File: src/rtl/fix_sub.sv
`default_nettype none
// ============================================================================
// fix_sub : two-stage valid/ready signed fixed-point subtractor (a - b)
//           with overflow flag, optional saturation and sticky overflow.
// Revision: 1.0
// ============================================================================
module fix_sub #(
  parameter int WIDTH = 32,
  parameter bit SAT   = 1'b1
) (
  input  logic             clk,
  input  logic             rst_n,
  input  logic             in_valid,
  output logic             in_ready,
  input  logic [WIDTH-1:0] a,
  input  logic [WIDTH-1:0] b,
  output logic             out_valid,
  input  logic             out_ready,
  output logic [WIDTH-1:0] diff,
  output logic             ovf,
  output logic             ovf_sticky,
  input  logic             clr_sticky
);

  localparam logic [WIDTH-1:0] C_MAX = {1'b0, {(WIDTH-1){1'b1}}};
  localparam logic [WIDTH-1:0] C_MIN = {1'b1, {(WIDTH-1){1'b0}}};

  logic [WIDTH-1:0] a_q, b_q;
  logic             s1_valid_q, s1_valid_d;
  logic             s2_valid_q, s2_valid_d;
  logic [WIDTH-1:0] diff_q, diff_d;
  logic             ovf_q, ovf_d;
  logic             sticky_q, sticky_d;

  logic             s1_adv, s2_adv;
  logic [WIDTH:0]   d_ext;
  logic             d_ovf;
  logic [WIDTH-1:0] d_res;

  always_comb begin
    s2_adv = !s2_valid_q || out_ready;
    s1_adv = !s1_valid_q || s2_adv;

    // One guard bit makes the true difference representable.
    d_ext  = {a_q[WIDTH-1], a_q} - {b_q[WIDTH-1], b_q};
    d_ovf  = d_ext[WIDTH] ^ d_ext[WIDTH-1];
    d_res  = d_ext[WIDTH-1:0];
    if (d_ovf && SAT) begin
      d_res = d_ext[WIDTH] ? C_MIN : C_MAX;
    end

    s1_valid_d = s1_adv ? in_valid : s1_valid_q;
    s2_valid_d = s2_adv ? s1_valid_q : s2_valid_q;

    diff_d = diff_q;
    ovf_d  = ovf_q;
    if (s2_adv && s1_valid_q) begin
      diff_d = d_res;
      ovf_d  = d_ovf;
    end

    // A set in the same cycle as a clear takes priority.
    if (s2_valid_q && out_ready && ovf_q) begin
      sticky_d = 1'b1;
    end else if (clr_sticky) begin
      sticky_d = 1'b0;
    end else begin
      sticky_d = sticky_q;
    end
  end

  always_ff @(posedge clk) begin
    if (in_valid && s1_adv) begin
      a_q <= a;
      b_q <= b;
    end
  end

  always_ff @(posedge clk or negedge rst_n) begin
    if (!rst_n) begin
      s1_valid_q <= 1'b0;
      s2_valid_q <= 1'b0;
      diff_q     <= '0;
      ovf_q      <= 1'b0;
      sticky_q   <= 1'b0;
    end else begin
      s1_valid_q <= s1_valid_d;
      s2_valid_q <= s2_valid_d;
      diff_q     <= diff_d;
      ovf_q      <= ovf_d;
      sticky_q   <= sticky_d;
    end
  end

  assign in_ready   = s1_adv;
  assign out_valid  = s2_valid_q;
  assign diff       = diff_q;
  assign ovf        = ovf_q;
  assign ovf_sticky = sticky_q;

endmodule
`default_nettype wire

File: config.mk
export PLATFORM = sky130hd
export DESIGN_NAME = fix_sub
export DESIGN_NICKNAME = d
export VERILOG_FILES = /design/src/rtl/fix_sub.sv
export SDC_FILE = /design/constraint.sdc
export NUM_CORES = 1
export LEC_CHECK = 0
export CAP_MARGIN = 20
export CORE_ASPECT_RATIO = 1.2
export CORE_UTILIZATION = 47
export CTS_CLUSTER_DIAMETER = 30
export DETAILED_ROUTE_END_ITERATION = 16
export PLACE_DENSITY = 0.74
export RECOVER_POWER = 25
export REMOVE_ABC_BUFFERS = 1
export SYNTH_ARGS = -nofsm -noshare
export SYNTH_HDL_FRONTEND = slang
export SYNTH_SLANG_ARGS = --single-unit
File: constraint.sdc
create_clock -name clk -period 4.6 [get_ports clk]
set_input_delay 0.46 -clock clk [delete_from_list [all_inputs] [get_ports clk]]
set_output_delay 0.46 -clock clk [all_outputs]
set_load 0.005 [all_outputs]
==> results.tsv, run 1 <==
metric	value	unit
VDD IR max	0.244	mV
Startpoint Class	flip-flop	
worst-path cell chain	ha_1, fa_1, nand2b_1, a21oi_1, o21ai_0, nand3_1, a211oi_1, o22ai_2, a21boi_1, buf_4, nor2_1, o21ai_1	
Congestion Overflow GR	0	
antenna-violating nets left	0	
Seq/Total Area, Yosys	53.1	%
Mapped Cells	512	
most common cell after layout, fill and taps aside	edfxtp_1	
H-tree depth	3	
I/O pins	105	
dpl cells	736	
finished layout cell area	0.00681	mm^2
Vias/cell	5.39	
fin cells	753	
via count	4061	
CTS root buf	clkbuf_16	
Pleak	2.81	nW
critical path type	flip-flop to flip-flop	
share of post-route cells with drive strength above 1	5.64	%
fraction of registers with async set/reset	36.0	%
M1 GR Usage	27.2	%
outcome	completed	
post-synthesis compound-gate area fraction	15.8	%
Max Cap Viol	0	
final hold violations	0	
post_cts resized	0	
initial antenna violation count	0	
Synth Cell Area	0.00531	mm^2
crit path buf inv count	1	
row cnt	42	
Detailed Routing Iterations Pass 1	4	
met2 Track Usage GR	34.2	%
Worst path top cell family by delay	compound AO/OA/AOI/OAI gates	
Post-synth EDFFs	64	
Worst path slowest cell	o22ai_2	
Port-buffer cells	104	
DRC Markers	0	
Die Ht	118	um
vias in the first global route	3920	
max-slew violations	0	
starting density of the core	48.2	%
Data required, critical path	4880	ps
postcts setup bufs	0	
Die Wd	99.1	um
worst slack at placement	1380	ps
worst-skew pair later-pin latency	360	ps
Worst Path Max Fanout	20	
Fill cells	971	
final setup fails	0	
core area	0.0110	mm^2
CTS buffer count	9	
setup TNS	0	ps
max incr delay on CP	490	ps
Tightest Pin Transition	788	ps
Tot Pwr	2.80	mW
FF+latch count, synth	100	
detailed placer's ending HPWL	8660	um
CTS Hold Bufs	0	
Area Overhead vs Synth	28.2	%
Tmin final	3290	ps
Final GP Congestion	0.853	
CTS Buffer Depth	2	
# diodes	0	
Achievable Freq	0.304	GHz
Final Core Density	61.7	%
first-pass GRT wire length	18800	um
critical path data arrival time	3570	ps
Clock Pin Slew Worst Setup and Hold Paths	70	ps
Yosys Warn Count	0	
GRT Util Overall	20.7	%
slack of the critical path	1310	ps
DRT Wirelength	11500	um
CTS tree	built	
Post-Synth Simple-Gate Area	12.8	%
Cell Pwr Density	410	mW/mm^2
most used cells in the layout excluding fill and tap cells	edfxtp_1 (64), dlygate4sd3_1 (59), nand2_1 (51)	
mux share of post-synthesis cell area	0.636	%
DP Area	0.00648	mm^2
main combinational cell family by area after synthesis	compound AO/OA/AOI/OAI gates	
Nets	718	
worst hold path class	input port to async pin	
grt met3 use	3.25	%
XOR/XNOR Fraction of Synth Area	4.94	%
Netlist cell types	50	
hold slack	180	ps
DRT iter0 DRCs	190	
Most Crowded Layer GR	met2	
largest net degree at the start of global routing	48	
Tcrit/Tclk final	71.5	%
Most used DFF post-synth	edfxtp_1	
Crit. End Element	flip-flop	
slew margin rel.	47.4	%
routed len/inst	15.3	um
clk_skew	7.52	ps
clk sinks	100	
adder-cell area share of the yosys netlist	8.50	%
RSZ-0062 raised after global routing	false	
Avg Inst Size Synth	10.4	um^2
area of the multi-input gates	0.00227	mm^2
Register Area	0.00282	mm^2
Die ar.	0.0117	mm^2
==> power by group <==
part / switching [mW] / internal, mW
clock: 0.359 / 0.431
sequential: 0.0847 / 1.11
combinational: 0.393 / 0.422
==> cell families after synthesis <==
kind of cell	after synthesis
xor+xnor	30
compound gates	140
mux	3
fa+ha+maj	36
simple gates	147
flops	100
buf+inv	56
==> Yosys cell counts (all sizes together) (3+ instances only) <==
cell type	n	area (um^2)
edfxtp	64	1920
nand2	52	198
o31ai	7	52.6
o21ai	51	255
maj3	3	31.3
a21o	8	60.1
nand2b	11	68.8
and2	5	31.3
xnor2	16	140
nor2b	7	43.8
ha	32	400
a21oi	44	224
o21bai	4	30.0
mux2	3	33.8
nand3	8	40.0
nor3	6	30.0
clkbuf	9	33.8
nor2	42	158
nand4	5	31.3
o211ai	4	30.0
a211oi	7	62.6
xor2	14	123
dfrtp	36	901
inv	39	146
buf	8	46.3
==> layout make-up <==
class / count / share of cell area [%]
Sequential cell: 100 / 41.4
Multi-Input combinational cell: 356 / 33.4
Timing Repair Buffer: 110 / 16.1
Clock buffer: 9 / 3.31
Tap cell: 132 / 2.43
Inverter: 39 / 2.15
Clock inverter: 7 / 1.25
==> worst paths after layout <==
kind | start | endpoint | slack [ps] | depth (start not counted)
max in group asynchronous | rst_n | diff[9]$_DFFE_PN0P_ | 3920 | 1
min in group clk | diff[17]$_DFFE_PN0P_ | diff[17]$_DFFE_PN0P_ | 490 | 2
max | b_q[0]$_DFFE_PP_ | diff[20]$_DFFE_PN0P_ | 1310 | 12
min reg2reg | diff[17]$_DFFE_PN0P_ | diff[17]$_DFFE_PN0P_ | 490 | 2
max reg2reg | b_q[0]$_DFFE_PP_ | diff[20]$_DFFE_PN0P_ | 1310 | 12
min | rst_n | diff[10]$_DFFE_PN0P_ | 180 | 1
==> registers in the layout, summed over array words and instances (netlist names) <==
name        count
a_q            32
s1_valid_q      1
diff           32
out_valid       1
b_q            32
ovf             1
ovf_sticky      1
==> metal layers <==
metal  part of all wire (%)  wire [um]  vias up
met5                      0          0        -
met4                    1.7        200        0
met1                     45       5180     1912
li1                       -          -     2026
met2                     49       5670      108
met3                    4.2        482       15
Note: power is estimated with default switching activity, not from simulation.
==> inputs of run 2 (changes only) <==
Clock period 4.6 ns to 3.15 ns, I/O delays scaled along.
==> run 2 against run 1 <==
Sequential share of layout area decreased by 0.26 points; worst hold slack got worse by 120 ps; via count decreased by 0.15%; critical endpoint is now diff[9]$_DFFE_PN0P_; cell count increased by 0.93%; largest power group unchanged; first-iteration DRC count increased by 12%; combinational power increased by 50%; routed wire length decreased by 1.1%.
==> results.tsv, run 2 (synthesis results as in run 1) <==
metric	value	unit
Congestion Overflow GR	0	
Port-buffer cells	104	
most used cells in the layout excluding fill and tap cells	edfxtp_1 (64), dlygate4sd3_1 (58), nand2_1 (51)	
Tmin final	2970	ps
sw frac	29.5	%
DRT Wirelength	11400	um
Data required, critical path	3370	ps
I/O pins	105	
worst-skew pair later-pin latency	340	ps
DRC Markers	0	
Die Ht	118	um
starting density of the core	48.2	%
DRT iter0 DRCs	213	
Pleak	2.85	nW
clk_skew	9.32	ps
share of post-route cells with drive strength above 1	6.85	%
fin cells	760	
Pint	2.82	mW
critical path type	flip-flop to flip-flop	
Tightest Pin Transition	812	ps
first-pass GRT wire length	18800	um
combinational power share	30.5	%
Tcrit/Tclk final	94.4	%
CTS Hold Bufs	0	
final hold violations	0	
critical path data arrival time	3200	ps
Cell Pwr Density	584	mW/mm^2
RSZ-0062 raised after global routing	false	
post_cts resized	0	
GRT Util Overall	20.7	%
CTS buffer count	9	
CTS tree	built	
Startpoint Class	flip-flop	
Reg power frac	43.2	%
core area	0.0110	mm^2
Achievable Freq	0.336	GHz
routed len/inst	15.0	um
slew margin rel.	45.9	%
# diodes	0	
row cnt	42	
Area Overhead vs Synth	29.0	%
Clk pwr share	26.2	%
detailed placer's ending HPWL	8920	um
Max Cap Viol	0	
Nets	725	
CTS Buffer Depth	2	
Clock Pin Slew Worst Setup and Hold Paths	70	ps
H-tree depth	3	
Vias/cell	5.34	
vias in the first global route	3896	
clk sinks	100	
max-slew violations	0	
dpl cells	744	
VDD IR max	0.272	mV
Detailed Routing Iterations Pass 1	4	
Die Wd	99.1	um
via count	4055	
most common cell after layout, fill and taps aside	edfxtp_1	
final setup fails	0	
hold slack	57.0	ps
Switch Pwr	1.18	mW
initial antenna violation count	0	
Final GP Congestion	0.878	
antenna-violating nets left	0	
outcome	completed	
largest net degree at the start of global routing	65	
postcts setup bufs	0	
CTS root buf	clkbuf_16	
setup TNS	0	ps
worst hold path class	input port to async pin	
Die ar.	0.0117	mm^2
Worst Path Max Fanout	12	
Crit. End Element	flip-flop	
run 2: critical path: stages, from the launching register on:
cell and delay (ps):
edfxtp_1 380, ha_1 380, o21ai_1 100, and2_1 180
or3b_1 370, o21ai_1 210, a41o_1 250, or3_1 150
nand2_2 60, buf_4 180, maj3_1 330, mux2_2 260
run 2: path summary, 6_finish.rpt:
path / start / end / slack (ps) / depth (start not counted)
min in group clk: diff[25]$_DFFE_PN0P_ / diff[25]$_DFFE_PN0P_ / 490 / 2
hold / removal: rst_n / diff[0]$_DFFE_PN0P_ / 60 / 1
max in group asynchronous: rst_n / diff[28]$_DFFE_PN0P_ / 2570 / 1
setup / recovery: a_q[5]$_DFFE_PP_ / diff[9]$_DFFE_PN0P_ / 180 / 11
hold reg to reg: diff[25]$_DFFE_PN0P_ / diff[25]$_DFFE_PN0P_ / 490 / 2
setup reg to reg: a_q[5]$_DFFE_PP_ / diff[9]$_DFFE_PN0P_ / 180 / 11
run 2: final cells by class:
| cell class | count | area, um^2 |
|---|---|---|
| fill | 947 | 4180 |
| sequential | 100 | 2820 |
| multi-input combinational | 356 | 2280 |
| timing repair buffer | 117 | 1160 |
| clock buffer | 10 | 239 |
| tap | 132 | 165 |
| inverter | 39 | 146 |
| clock inverter | 6 | 43.8 |
run 2: power groups by stage:
stage | Sequential [mW] | Clock, mW | Combinational [mW]
after floorplan | 1.75 | 0 | 0.608
after global placement | 1.75 | 0 | 1.21
after detailed placement | 1.76 | 0 | 1.24
after CTS | 1.73 | 1.08 | 1.25
after global routing | 1.75 | 1.13 | 1.35
final | 1.73 | 1.05 | 1.22
run 2: through the flow:
stage	setup slack (ps)	instance area [um^2]	power (mW)	util, %
4_1_cts	150	6850	4.05	62.1
5_1_grt	5.39	6850	4.23	62.1
3_5_place_dp	174	6570	3.00	59.5
6_report	178	6850	4.00	62.1
2_1_floorplan	-625	5230	2.35	-
3_3_place_gp	241	6570	2.96	59.5
run 2: routing by layer:
layer	global-route usage, %	part of all wire [%]	routed length [um]
met1	27.3	44	5030
met3	3.25	4.3	496
met5	0	0	0
met2	34.5	50	5670
met4	7.35	1.9	213
==> inputs of run 3 (changes only) <==
Settings changed: CTS_BUF_LIST from default to sky130_fd_sc_hd__clkbuf_2, CTS_CLUSTER_DIAMETER 30 to default.
Clock period 3.15 ns to 3 ns, I/O delays scaled along.
==> run 3 against run 2 <==
Cell count increased by 1.6%; clock skew is 20 ps higher; maximum frequency is 3.8% higher; non-clock buffer count is 12 higher; clock-buffer cell count is 1 lower; highest routed layer unchanged; worst hold slack better by 180 ps; critical path depth fell by 1; critical path type unchanged; flip-flop and latch count unchanged; clock power decreased by 46%.
==> results.tsv, run 3 (synthesis results as in run 1) <==
metric	value	unit
combinational power share	35.9	%
Port-buffer cells	104	
finished layout cell area	0.00683	mm^2
Reg2Reg Depth	10	
clk_skew	28.8	ps
H-tree depth	3	
antenna-violating nets left	0	
vias in the first global route	3843	
routed len/inst	14.6	um
Tot Pwr	3.72	mW
row cnt	42	
most common cell after layout, fill and taps aside	edfxtp_1	
final setup fails	0	
Data required, critical path	3510	ps
worst hold path class	input port to flip-flop	
Max Cap Viol	0	
Worst Path Max Fanout	7	
RSZ-0062 raised after global routing	false	
max-slew violations	0	
Detailed Routing Iterations Pass 1	4	
share of post-route cells with drive strength above 1	10.6	%
DRT iter0 DRCs	156	
most used cells in the layout excluding fill and tap cells	edfxtp_1 (64), dlygate4sd3_1 (60), nand2_1 (51)	
final hold violations	0	
VDD IR max	0.204	mV
hold slack	237	ps
WHS Path Cells	2	
Cell Pwr Density	545	mW/mm^2
Achievable Freq	0.349	GHz
largest net degree at the start of global routing	65	
sw frac	32.4	%
Die Wd	99.1	um
fin cells	772	
clk sinks	100	
hold_sp	clr_sticky	
Vias/cell	5.34	
I/O pins	105	
Die ar.	0.0117	mm^2
Hold EP	ovf_sticky$_DFFE_PN0P_	
Critical path origin	a_q[6]$_DFFE_PP_	
Final Core Density	61.8	%
DP Area	0.00659	mm^2
Clk pwr share	15.2	%
worst-skew pair later-pin latency	610	ps
setup TNS	0	ps
CTS buffer count	9	
initial antenna violation count	0	
starting density of the core	48.2	%
CTS Buffer Depth	2	
detailed placer's ending HPWL	8770	um
Area Overhead vs Synth	28.4	%
Tightest Pin Transition	792	ps
# diodes	0	
dpl cells	749	
first-pass GRT wire length	18400	um
DRC Markers	0	
Crit. End Element	flip-flop	
Tcrit/Tclk final	95.4	%
critical path type	flip-flop to flip-flop	
Startpoint Class	flip-flop	
Pint	2.51	mW
Final GP Congestion	0.851	
core area	0.0110	mm^2
Reg power frac	48.9	%
r2r startpoint	a_q[6]$_DFFE_PP_	
Switch Pwr	1.20	mW
Reg-to-Reg End	diff[9]$_DFFE_PN0P_	
CTS tree	built	
GRT Util Overall	20.2	%
CTS root buf	clkbuf_2	
DRT Wirelength	11300	um
outcome	completed	
Clock Pin Slew Worst Setup and Hold Paths	270	ps
Congestion Overflow GR	0	
critical path data arrival time	3370	ps
Tmin final	2860	ps
via count	4126	
slack of the critical path	138	ps
flop2flop setup slack	140	ps
slew margin rel.	47.2	%
worst slack at placement	-55.4	ps
Nets	737	
Pleak	2.83	nW
Die Ht	118	um
## run 3: cell types whose count changed in the layout (fill, tap and decap cells not counted), sizes merged
| cell | previous run | this run |
|---|---|---|
| buf | 14 | 25 |
| dlygate4sd3 | 58 | 60 |
| inv | 43 | 41 |
| clkbuf | 10 | 9 |
| clkdlybuf4s50 | 45 | 44 |
| clkinv | 2 | 5 |
## run 3: repair_timing
item,CTS,global route
endpoints found under the hold margin,36,0
resized for setup,1,19
pin swaps,2,4
gates cloned,0,0
setup buffers,4,2
hold buffers,1,0
endpoints found under the setup margin,22,31
## run 3: per-layer routing
| layer | GRT usage (%) | wire length (um) | vias up |
|---|---|---|---|
| met3 | 1.95 | 432 | 15 |
| met4 | 9.19 | 207 | 0 |
| met5 | 0 | 0 | - |
| li1 | - | - | 2061 |
| met2 | 33.7 | 5650 | 106 |
| met1 | 26.7 | 5010 | 1944 |
## run 3: layout make-up
| cell class | instances | area [um^2] |
|---|---|---|
| clock buffer | 9 | 45.0 |
| clock inverter | 7 | 41.3 |
| fill | 944 | 4210 |
| inverter | 39 | 146 |
| multi-input combinational | 356 | 2370 |
| sequential | 100 | 2820 |
| tap | 132 | 165 |
| timing repair buffer | 129 | 1240 |
## run 3: worst max path at each step
stage	end
after global placement	diff[9]$_DFFE_PN0P_
after global routing	diff[26]$_DFFE_PN0P_
after detailed placement	diff[17]$_DFFE_PN0P_
final	diff[9]$_DFFE_PN0P_
after CTS	diff[17]$_DFFE_PN0P_
after floorplan	diff[30]$_DFFE_PN0P_
## run 3: power groups by stage
stage | Clock, mW | Combinational [mW] | Sequential [mW]
after detailed placement | 0 | 1.30 | 1.86
final | 0.565 | 1.33 | 1.82
after floorplan | 0 | 0.638 | 1.83
after global routing | 0.636 | 1.47 | 1.84
after CTS | 0.582 | 1.32 | 1.82
after global placement | 0 | 1.27 | 1.85
## run 3: worst max-delay path: stages (launching register included)
cell      delay, ps
edfxtp_1        480
ha_4            310
o21ai_1          80
and2_1          170
or3b_1          400
o21ai_2         180
a41o_1          290
or3_4           200
nand2_4          80
maj3_1          330
mux2_2          260
